==> config.mk <==
export PLATFORM = sky130hd
export DESIGN_NAME = id_regstage
export DESIGN_NICKNAME = d
export VERILOG_FILES = /design/src/rtl/id_regstage.sv
export SDC_FILE = /design/constraint.sdc
export NUM_CORES = 1
export LEC_CHECK = 0
export CAP_MARGIN = 20
export CORE_UTILIZATION = 43
export CTS_BUF_LIST = sky130_fd_sc_hd__clkbuf_16
export DETAILED_ROUTE_END_ITERATION = 6
export MAX_ROUTING_LAYER = met4
export PLACE_DENSITY = 0.62
export SLEW_MARGIN = 10
export SYNTH_ARGS = -nofsm -noshare
export SYNTH_HDL_FRONTEND = slang
export SYNTH_SLANG_ARGS = --single-unit
export TNS_END_PERCENT = 5
==> constraint.sdc <==
create_clock -name clk -period 6.2 [get_ports clk]
set_input_delay 1.86 -clock clk [delete_from_list [all_inputs] [get_ports clk]]
set_output_delay 1.86 -clock clk [all_outputs]
set_load 0.05 [all_outputs]
==> src/rtl/id_regstage.sv <==
// Decode-stage register block: register file, pending-write scoreboard, link forcing, ID/EX register.
// Optional writeback bypass into reads and hazard detection when ID_BYPASS_EN is defined.
module id_regstage #(
   parameter int unsigned WIDTH  = 16,
   parameter int unsigned NREGS  = 8,
   parameter int unsigned PEND_W = 2,
   parameter int unsigned PC_W   = 16,
   localparam int unsigned AW    = $clog2(NREGS)
) (
   input  logic             clk,
   input  logic             rst_n,
   input  logic             in_valid,
   output logic             in_ready,
   input  logic [AW-1:0]    in_sr1,
   input  logic [AW-1:0]    in_sr2,
   input  logic             in_use1,
   input  logic             in_use2,
   input  logic [AW-1:0]    in_dest,
   input  logic             in_wr,
   input  logic             in_link,
   input  logic [PC_W-1:0]  in_pc,
   output logic             out_valid,
   input  logic             out_ready,
   output logic [WIDTH-1:0] out_a,
   output logic [WIDTH-1:0] out_b,
   output logic [AW-1:0]    out_dest,
   output logic             out_wr,
   output logic [PC_W-1:0]  out_pc,
   input  logic             wb_en,
   input  logic [AW-1:0]    wb_dest,
   input  logic [WIDTH-1:0] wb_data,
   input  logic             flush
);

   logic [WIDTH-1:0]  rf_q   [NREGS];
   logic [PEND_W-1:0] pend_q [NREGS];
   logic [PEND_W-1:0] pend_d [NREGS];

   logic              out_valid_q, out_wr_q;
   logic [WIDTH-1:0]  out_a_q, out_b_q;
   logic [AW-1:0]     out_dest_q;
   logic [PC_W-1:0]   out_pc_q;

   logic [AW-1:0]     dest_r;
   logic              wr_r, busy1, busy2, full, hazard, accept;
   logic [WIDTH-1:0]  rd_a, rd_b;

   assign dest_r = in_link ? AW'(NREGS - 1) : in_dest;
   assign wr_r   = in_wr | in_link;
   assign full   = pend_q[dest_r] == {PEND_W{1'b1}};

   always_comb begin
      rd_a  = rf_q[in_sr1];
      rd_b  = rf_q[in_sr2];
      busy1 = pend_q[in_sr1] != '0;
      busy2 = pend_q[in_sr2] != '0;
`ifdef ID_BYPASS_EN
      if (wb_en && (wb_dest == in_sr1)) rd_a = wb_data;
      if (wb_en && (wb_dest == in_sr2)) rd_b = wb_data;
      // The last outstanding writeback releases the stall in its own cycle.
      busy1 = pend_q[in_sr1] > PEND_W'(wb_en && (wb_dest == in_sr1));
      busy2 = pend_q[in_sr2] > PEND_W'(wb_en && (wb_dest == in_sr2));
`endif
   end

   assign hazard   = (in_use1 & busy1) | (in_use2 & busy2) | (wr_r & full);
   assign in_ready = (!out_valid_q | out_ready) & !hazard & !flush;
   assign accept   = in_valid & in_ready;

   always_comb begin
      logic              inc, dec, fdec;
      logic [PEND_W-1:0] cnt;
      inc  = 1'b0;
      dec  = 1'b0;
      fdec = 1'b0;
      cnt  = '0;
      for (int r = 0; r < NREGS; r++) begin
         inc  = accept && wr_r && (dest_r == AW'(r));
         dec  = wb_en && (wb_dest == AW'(r));
         fdec = flush && out_valid_q && out_wr_q && (out_dest_q == AW'(r));
         cnt  = pend_q[r];
         if (inc && !dec) cnt = cnt + 1'b1;
         else if (!inc && dec && (cnt != '0)) cnt = cnt - 1'b1;
         if (fdec && (cnt != '0)) cnt = cnt - 1'b1;
         pend_d[r] = cnt;
      end
   end

   always_ff @(posedge clk) begin
      if (!rst_n) begin
         rf_q        <= '{default: '0};
         pend_q      <= '{default: '0};
         out_valid_q <= 1'b0;
         out_a_q     <= '0;
         out_b_q     <= '0;
         out_dest_q  <= '0;
         out_wr_q    <= 1'b0;
         out_pc_q    <= '0;
      end else begin
         if (wb_en) rf_q[wb_dest] <= wb_data;
         pend_q <= pend_d;
         if (flush) begin
            out_valid_q <= 1'b0;
         end else if (accept) begin
            out_valid_q <= 1'b1;
            out_a_q     <= rd_a;
            out_b_q     <= rd_b;
            out_dest_q  <= dest_r;
            out_wr_q    <= wr_r;
            out_pc_q    <= in_pc;
         end else if (out_ready) begin
            out_valid_q <= 1'b0;
         end
      end
   end

   assign out_valid = out_valid_q;
   assign out_a     = out_a_q;
   assign out_b     = out_b_q;
   assign out_dest  = out_dest_q;
   assign out_wr    = out_wr_q;
   assign out_pc    = out_pc_q;

endmodule

==> run_results.csv, run 1 <==
group,metric,value,unit
cts,clk_pin_slew,0.07,ns
global_routing,number_of_global_route_vias_before_repair,8218,
logic_synthesis,synthesis.instances,1207,
power_and_ir_drop,power.density,243,nW/um2
power_and_ir_drop,p_leak,4.05,nW
power_and_ir_drop,p_clk_frac,0.365,
setup_path,timing.setup.critical_path_class,"in2out",
logic_synthesis,yosys_warnings,0,
layout,areaGrowthSynthToFinish,17.8,%
sta,period_minus_slack,5.61,ns
die,row_count,56,
sta,report.final.slew_viol_count,0,
cts,clock_path_buffers,2,
power_and_ir_drop,vdd_ir_drop_max,0.149,mV
power_and_ir_drop,power.sequential.fraction,0.457,
sta,final.setup.tns,0,ns
sta,setup_viol_count_final,0,
setup_path,crit_end,"in_ready",
sta,worst_pin_slew,0.907,ns
logic_synthesis,synth.lib_cells_used.distinct,71,
drt,avgRoutedWirePerCell,18.9,um
global_routing,grt_overflow_total,0,
global_routing,wire_length_of_the_first_global_routing_pass,46300,um
sta,fmaxAchievable,178,MHz
placed_design,gpl.final_weighted_congestion,0.878,
cts,htreeDepth,4,
worst_hold_path,timing.hold.worst.class,"reg2reg",
setup_path,timing.critical_path.from,"in_wr",
drt,postRouteWirelength,30200,um
drt,remaining_drc_errors,0,
layout,finalCoreUtilization,0.519,
setup_path,ff2ff_path_depth,11,
placed_design,io_buffers,107,
die,fp.dieArea,24700,um2
placed_design,detailedPlace.worstSlack,0.533,ns
setup_path,worstSetupStartpointType,"input port",
cts,cts_inserted_buffers,17,
die,die_h,157,um
setup_path,crit_path_max_fanout,9,
logic_synthesis,synthFlopType,"dfxtp_1",
global_routing,initial_antenna_violation_count,1,
setup_path,worst_ep_arrival,3.75,ns
global_routing,global_route.usage.total,0.258,
logic_synthesis,synth_seq_area_share,0.380,
die,ioPinCount,108,
sta,slew-limit-headroom,0.395,
setup_path,cp_data_required_time,4.34,ns
layout,final-instance-count-excl-fill,1592,
drt,postRouteAntennaNets,0,
power_and_ir_drop,p_switching,0.919,mW
run_status,status,"finished, final reports clean",
cts,post_cts_buffers,0,
global_routing,grt_max_degree,112,
cts,cts_hold_buf,0,
die,core-area,23500,um2
die,initial_core_utilization,0.440,
die,chipWidth,157,um
sta,final.setup.worst_slack,0.594,ns
logic_synthesis,syn-mean-instance-area,8.59,um2
logic_synthesis,number_of_synthesized_flops_with_an_enable_pin,0,
power_and_ir_drop,swShare,0.309,
cts,clkLatencyLatePin,0.44,ns
sta,clock-skew-final,0.00923,ns
cts,post_cts_resized,0,
placed_design,instance_count_after_placement_with_tap_cells_included,1559,
sta,final_min_period_over_clock_period,0.904,
drt,via_count,9100,
cts,tritoncts,"done",
setup_path,end_kind,"output pin",
logic_synthesis,postSynth.asyncResetShare,0,
logic_synthesis,yosys_register_bits,197,
logic_synthesis,synth_fp_nets,1277,
logic_synthesis,synth_area,10400,um2
sta,hold_viol,0,
job,maxCapViolations,0,
placed_design,dpl.hpwl,18900,um
drt,drtPass1Iterations,6,
cts,tritoncts_num_sinks,197,
sta,grt_setup_unrepaired,"false",
drt,detail_route.iter0.violations,789,
power_and_ir_drop,share_comb_of_total_power,0.179,
layout,final_net_count,1329,
power_and_ir_drop,fin_total_pwr,2.97,mW
drt,vias_per_cell,5.72,
layout,drive_gt1_frac,0.117,
layout,layout.filler_cells,2235,
power_and_ir_drop,intPower,2.05,mW
setup_path,critical_path.reg2reg.startpoint,"pend_q[10]",
setup_path,reg2reg_setup_slack,2.53,ns
setup_path,timing.rr.end,"pend_q[2]",
cts,cts_root_buffer,"clkbuf_16",
-- synth_stat cells (all sizes together), types with 5 or more instances --
library cell	number	share of area
nor4	6	0.0042
nand3	10	0.0048
a31oi	7	0.0042
nand2b	15	0.0090
or3	8	0.0048
a211oi	38	0.028
dfxtp	197	0.38
inv	25	0.0090
clkbuf	70	0.027
ha	16	0.019
nand4	10	0.0060
nor3b	5	0.0036
nand2	326	0.12
mux4	64	0.14
mux2i	41	0.040
buf	32	0.015
o21ai	12	0.0058
nor2	61	0.022
a21oi	156	0.075
nor3	31	0.015
-- power groups by stage --
stage                     Combinational (mW)  Clock [mW]  Sequential, mW
after CTS                              0.531        1.10            1.36
after floorplan                        0.283           0            1.46
after global routing                   0.573        1.15            1.36
after global placement                 0.524           0            1.38
after detailed placement               0.529           0            1.39
final                                  0.531        1.08            1.36
-- critical path, stage by stage --
cell and delay, ns:
clkdlybuf4s50_1 0.53, or3b_1 0.47, a311oi_2 0.31, a22oi_2 0.17
and4_1 0.26, buf_12 0.15
-- state kept, by name, summed over array words and instances (netlist names) --
register   cells
rf_q         128
out_a         16
out_b         16
out_pc        16
pend_q        16
out_dest       3
out_valid      1
out_wr         1
-- layout by cell type (no fill, tap or decap), types with 3 or more instances in the layout --
cell / Yosys / final
a2111o_1: 3 / 3
a211o_1: 4 / 4
a211oi_1: 37 / 37
a21o_1: 4 / 4
a21oi_1: 156 / 156
a22oi_1: 3 / 3
a311oi_1: 3 / 3
a31oi_1: 7 / 7
buf_12: 0 / 3
buf_2: 12 / 4
buf_4: 2 / 26
clkbuf_16: 0 / 17
clkdlybuf4s50_1: 0 / 102
clkinv_4: 0 / 4
dfxtp_1: 197 / 197
ha_1: 16 / 16
inv_1: 25 / 25
inv_8: 0 / 5
mux2i_1: 41 / 41
mux4_2: 64 / 64
nand2_1: 326 / 326
nand2b_1: 15 / 15
nand3_1: 10 / 10
nand4_1: 10 / 10
nor2_1: 61 / 61
nor2b_1: 4 / 4
nor3_1: 31 / 29
nor3b_1: 5 / 5
nor4_1: 5 / 5
nor4b_1: 3 / 3
o21ai_0: 10 / 10
o21bai_1: 3 / 3
o311a_1: 3 / 3
or3_1: 8 / 8
or4_1: 3 / 3
xnor2_1: 4 / 4
-- cell type report --
cell class,count,area (um2),area share
inverters,25,98.8,0.00809
repair buffers,135,1300,0.106
clock inverters,15,145,0.0119
clock buffers,17,425,0.0348
multi-input cells,883,5910,0.484
flip-flops and latches,197,3940,0.323
well taps,319,399,0.0327
diodes,1,2.50,0.000205
-- worst min-delay path by stage --
stage / from / endpoint / slack (ns) / cells after the start
after floorplan: rf_q[16] / rf_q[16] / 0.44 / 2
after global placement: out_pc[9] / out_pc[9] / 0.44 / 2
after detailed placement: out_pc[9] / out_pc[9] / 0.45 / 2
after CTS: out_pc[11] / out_pc[11] / 0.46 / 2
after global routing: out_pc[8] / out_pc[8] / 0.48 / 2
final: out_pc[11] / out_pc[11] / 0.45 / 2
-- metal layers --
metal	wire length, um	share of wire	GRT usage	vias to the layer above
li1	-	-	-	4391
met1	14200	0.47	0.357	4335
met2	13500	0.45	0.393	342
met3	2050	0.068	0.0350	32
met4	414	0.014	0.0712	0
met5	0	0	-	-
-- logic make-up after synthesis --
family,count (synthesis),synth area share
adders and majority gates,16,0.0193
xor gates and xnor gates,4,0.00338
AOI/OAI and AO/OA,260,0.159
buffers and inverters,127,0.0509
DFF,197,0.380
and+or+nand+nor,497,0.207
muxes,106,0.180
-- stage by stage --
step,hold slack (ns),instance area [um2]
2_1_floorplan,0.443,10400
3_3_place_gp,0.442,11600
6_report,0.453,12200
3_5_place_dp,0.447,11600
4_1_cts,0.458,12200
5_1_grt,0.478,12200
Power figures use the tool's default switching activity.
==> run 2: changes to the inputs <==
Settings changed: GPL_TIMING_DRIVEN set to 0, SKIP_CTS_REPAIR_TIMING set to 1.
==> run 2 against run 1 <==
Compared with the run above: hold slack improved by 0.0016 ns; final cell count grew 3.2%; clock power is 7% higher; largest power group unchanged; critical path depth increased by 1; maximum frequency is 6.1% lower; highest routed layer unchanged; combinational power is 1% higher; critical endpoint unchanged; register-to-register slack worse by 0.18 ns.
==> run_results.csv, run 2 (same netlist as run 1, synthesis figures left out) <==
group,metric,value,unit
layout,leading_cell_type_in_the_layout_fill_and_taps_excluded,"nand2_1",
die,chipWidth,157,um
layout,max_flop_register,"rf_q",
die,initial_core_utilization,0.440,
power_and_ir_drop,power.density,249,nW/um2
layout,final_net_count,1381,
layout,finalCoreUtilization,0.519,
placed_design,instance_count_after_placement_with_tap_cells_included,1610,
cts,tritoncts_num_sinks,197,
setup_path,critical_path.reg2reg.startpoint,"pend_q[9]",
die,row_count,56,
cts,cts_root_buffer,"clkbuf_16",
drt,remaining_drc_errors,0,
cts,clock_path_buffers,2,
worst_hold_path,hold_path.startpoint,"out_pc[1]",
drt,via_count,9271,
global_routing,grt_overflow_total,0,
layout,areaGrowthSynthToFinish,17.9,%
cts,clk_pin_slew,0.08,ns
power_and_ir_drop,fin_total_pwr,3.05,mW
setup_path,worstSetupStartpointType,"input port",
placed_design,dpl.hpwl,23100,um
sta,clock-skew-final,0.0110,ns
sta,grt_setup_unrepaired,"false",
drt,avgRoutedWirePerCell,18.8,um
layout,largest_register_ffs,128,
setup_path,end_kind,"output pin",
die,die_h,157,um
drt,detail_route.iter0.violations,830,
sta,report.final.slew_viol_count,0,
setup_path,timing.rr.end,"pend_q[2]",
job,maxCapViolations,0,
drt,drtPass1Iterations,5,
drt,vias_per_cell,5.64,
global_routing,number_of_global_route_vias_before_repair,8447,
sta,final_min_period_over_clock_period,0.963,
sta,setup_viol_count_final,0,
cts,htreeDepth,4,
die,fp.dieArea,24700,um2
power_and_ir_drop,p_leak,4.05,nW
layout,final-instance-count-excl-fill,1643,
placed_design,io_buffers,84,
sta,final.setup.tns,0,ns
layout,layout.filler_cells,2236,
layout,drive_gt1_frac,0.108,
drt,postRouteAntennaNets,0,
cts,tritoncts,"done",
cts,clkLatencyLatePin,0.45,ns
cts,cts_inserted_buffers,17,
setup_path,crit_path_max_fanout,10,
sta,slew-limit-headroom,0.374,
worst_hold_path,whs_path_depth,2,
sta,hold_viol,0,
die,ioPinCount,108,
worst_hold_path,worst_hold_path_endpoint,"out_pc[1]",
global_routing,global_route.usage.total,0.263,
global_routing,grt_max_degree,21,
sta,fmaxAchievable,167,MHz
setup_path,ff2ff_path_depth,12,
placed_design,gpl.final_weighted_congestion,0.923,
sta,period_minus_slack,5.97,ns
setup_path,cp_data_required_time,4.34,ns
layout,insertedDiodeCount,0,
drt,postRouteWirelength,30800,um
global_routing,initial_antenna_violation_count,0,
setup_path,worst_ep_arrival,4.11,ns
layout,final_cell_mix,"nand2_1, dfxtp_1, a21oi_1",
sta,worst_pin_slew,0.939,ns
die,core-area,23500,um2
global_routing,wire_length_of_the_first_global_routing_pass,47800,um
sta,final_worst_hold_slack,0.455,ns
setup_path,timing.setup.critical_path_class,"in2out",
run_status,status,"finished, final reports clean",
power_and_ir_drop,vdd_ir_drop_max,0.196,mV
worst_hold_path,timing.hold.worst.class,"reg2reg",
setup_path,reg2reg_setup_slack,2.35,ns
## run 2: cell count changes in the layout (fill, tap and decap cells not counted), moves of 3 or more
| cell | before | now |
|---|---|---|
| buf_2 | 4 | 13 |
| clkbuf_2 | 0 | 11 |
| buf_1 | 0 | 16 |
| clkinv_4 | 4 | 1 |
| buf_12 | 3 | 0 |
| buf_4 | 26 | 2 |
| clkdlybuf4s50_1 | 102 | 83 |
| clkbuf_1 | 0 | 59 |
## run 2: cell type report
type | count | area, um2 | share of cell area
buffer | 102 | 434 | 0.0355
timing repair buffer | 85 | 848 | 0.0694
clock inverter | 15 | 181 | 0.0148
clock buffer | 17 | 425 | 0.0348
inverter | 25 | 93.8 | 0.00767
multi-input combinational | 883 | 5900 | 0.483
tap | 319 | 399 | 0.0326
sequential | 197 | 3940 | 0.322
## run 2: worst max-delay path, stage by stage
cell             delay [ns]
clkdlybuf4s50_1        0.55
buf_4                  0.23
nor3b_1                0.19
o21ai_0                0.22
a32oi_4                0.39
and4_1                 0.24
dlymetal6s2s_1         0.43
## run 2: stage by stage
stage	worst slack (ns)	cell area, um2
final	0.229	12200
after global placement	-0.0824	11600
after CTS	-0.101	12200
after global routing	0.168	12200
after floorplan	1.12	10400
after detailed placement	-0.0823	11600
## run 2: how the worst max path moves through the flow
| stage | startpoint | end | slack, ns | depth (start not counted) |
|---|---|---|---|---|
| after global placement | in_sr2[1] | in_ready | -0.08 | 7 |
| after CTS | in_sr2[1] | in_ready | -0.10 | 7 |
| after floorplan | in_sr1[0] | in_ready | 1.12 | 5 |
| after global routing | in_sr2[1] | in_ready | 0.17 | 7 |
| after detailed placement | in_sr1[0] | in_ready | -0.08 | 6 |
| final | in_sr2[1] | in_ready | 0.23 | 7 |
## run 2: layer usage
layer  wire length [um]  GRT usage  share of wire
met2              13200      0.384           0.43
met1              14800      0.377           0.48
met3               2570     0.0509          0.083
met5                  0          -              0
met4                306     0.0541         0.0099
## run 2: report_power, final
group	internal, mW	switching (mW)	leakage, nW
Combinational	0.198	0.340	2.16
Clock	0.582	0.574	0.297
Sequential	1.31	0.0421	1.60
Total	2.09	0.956	4.05
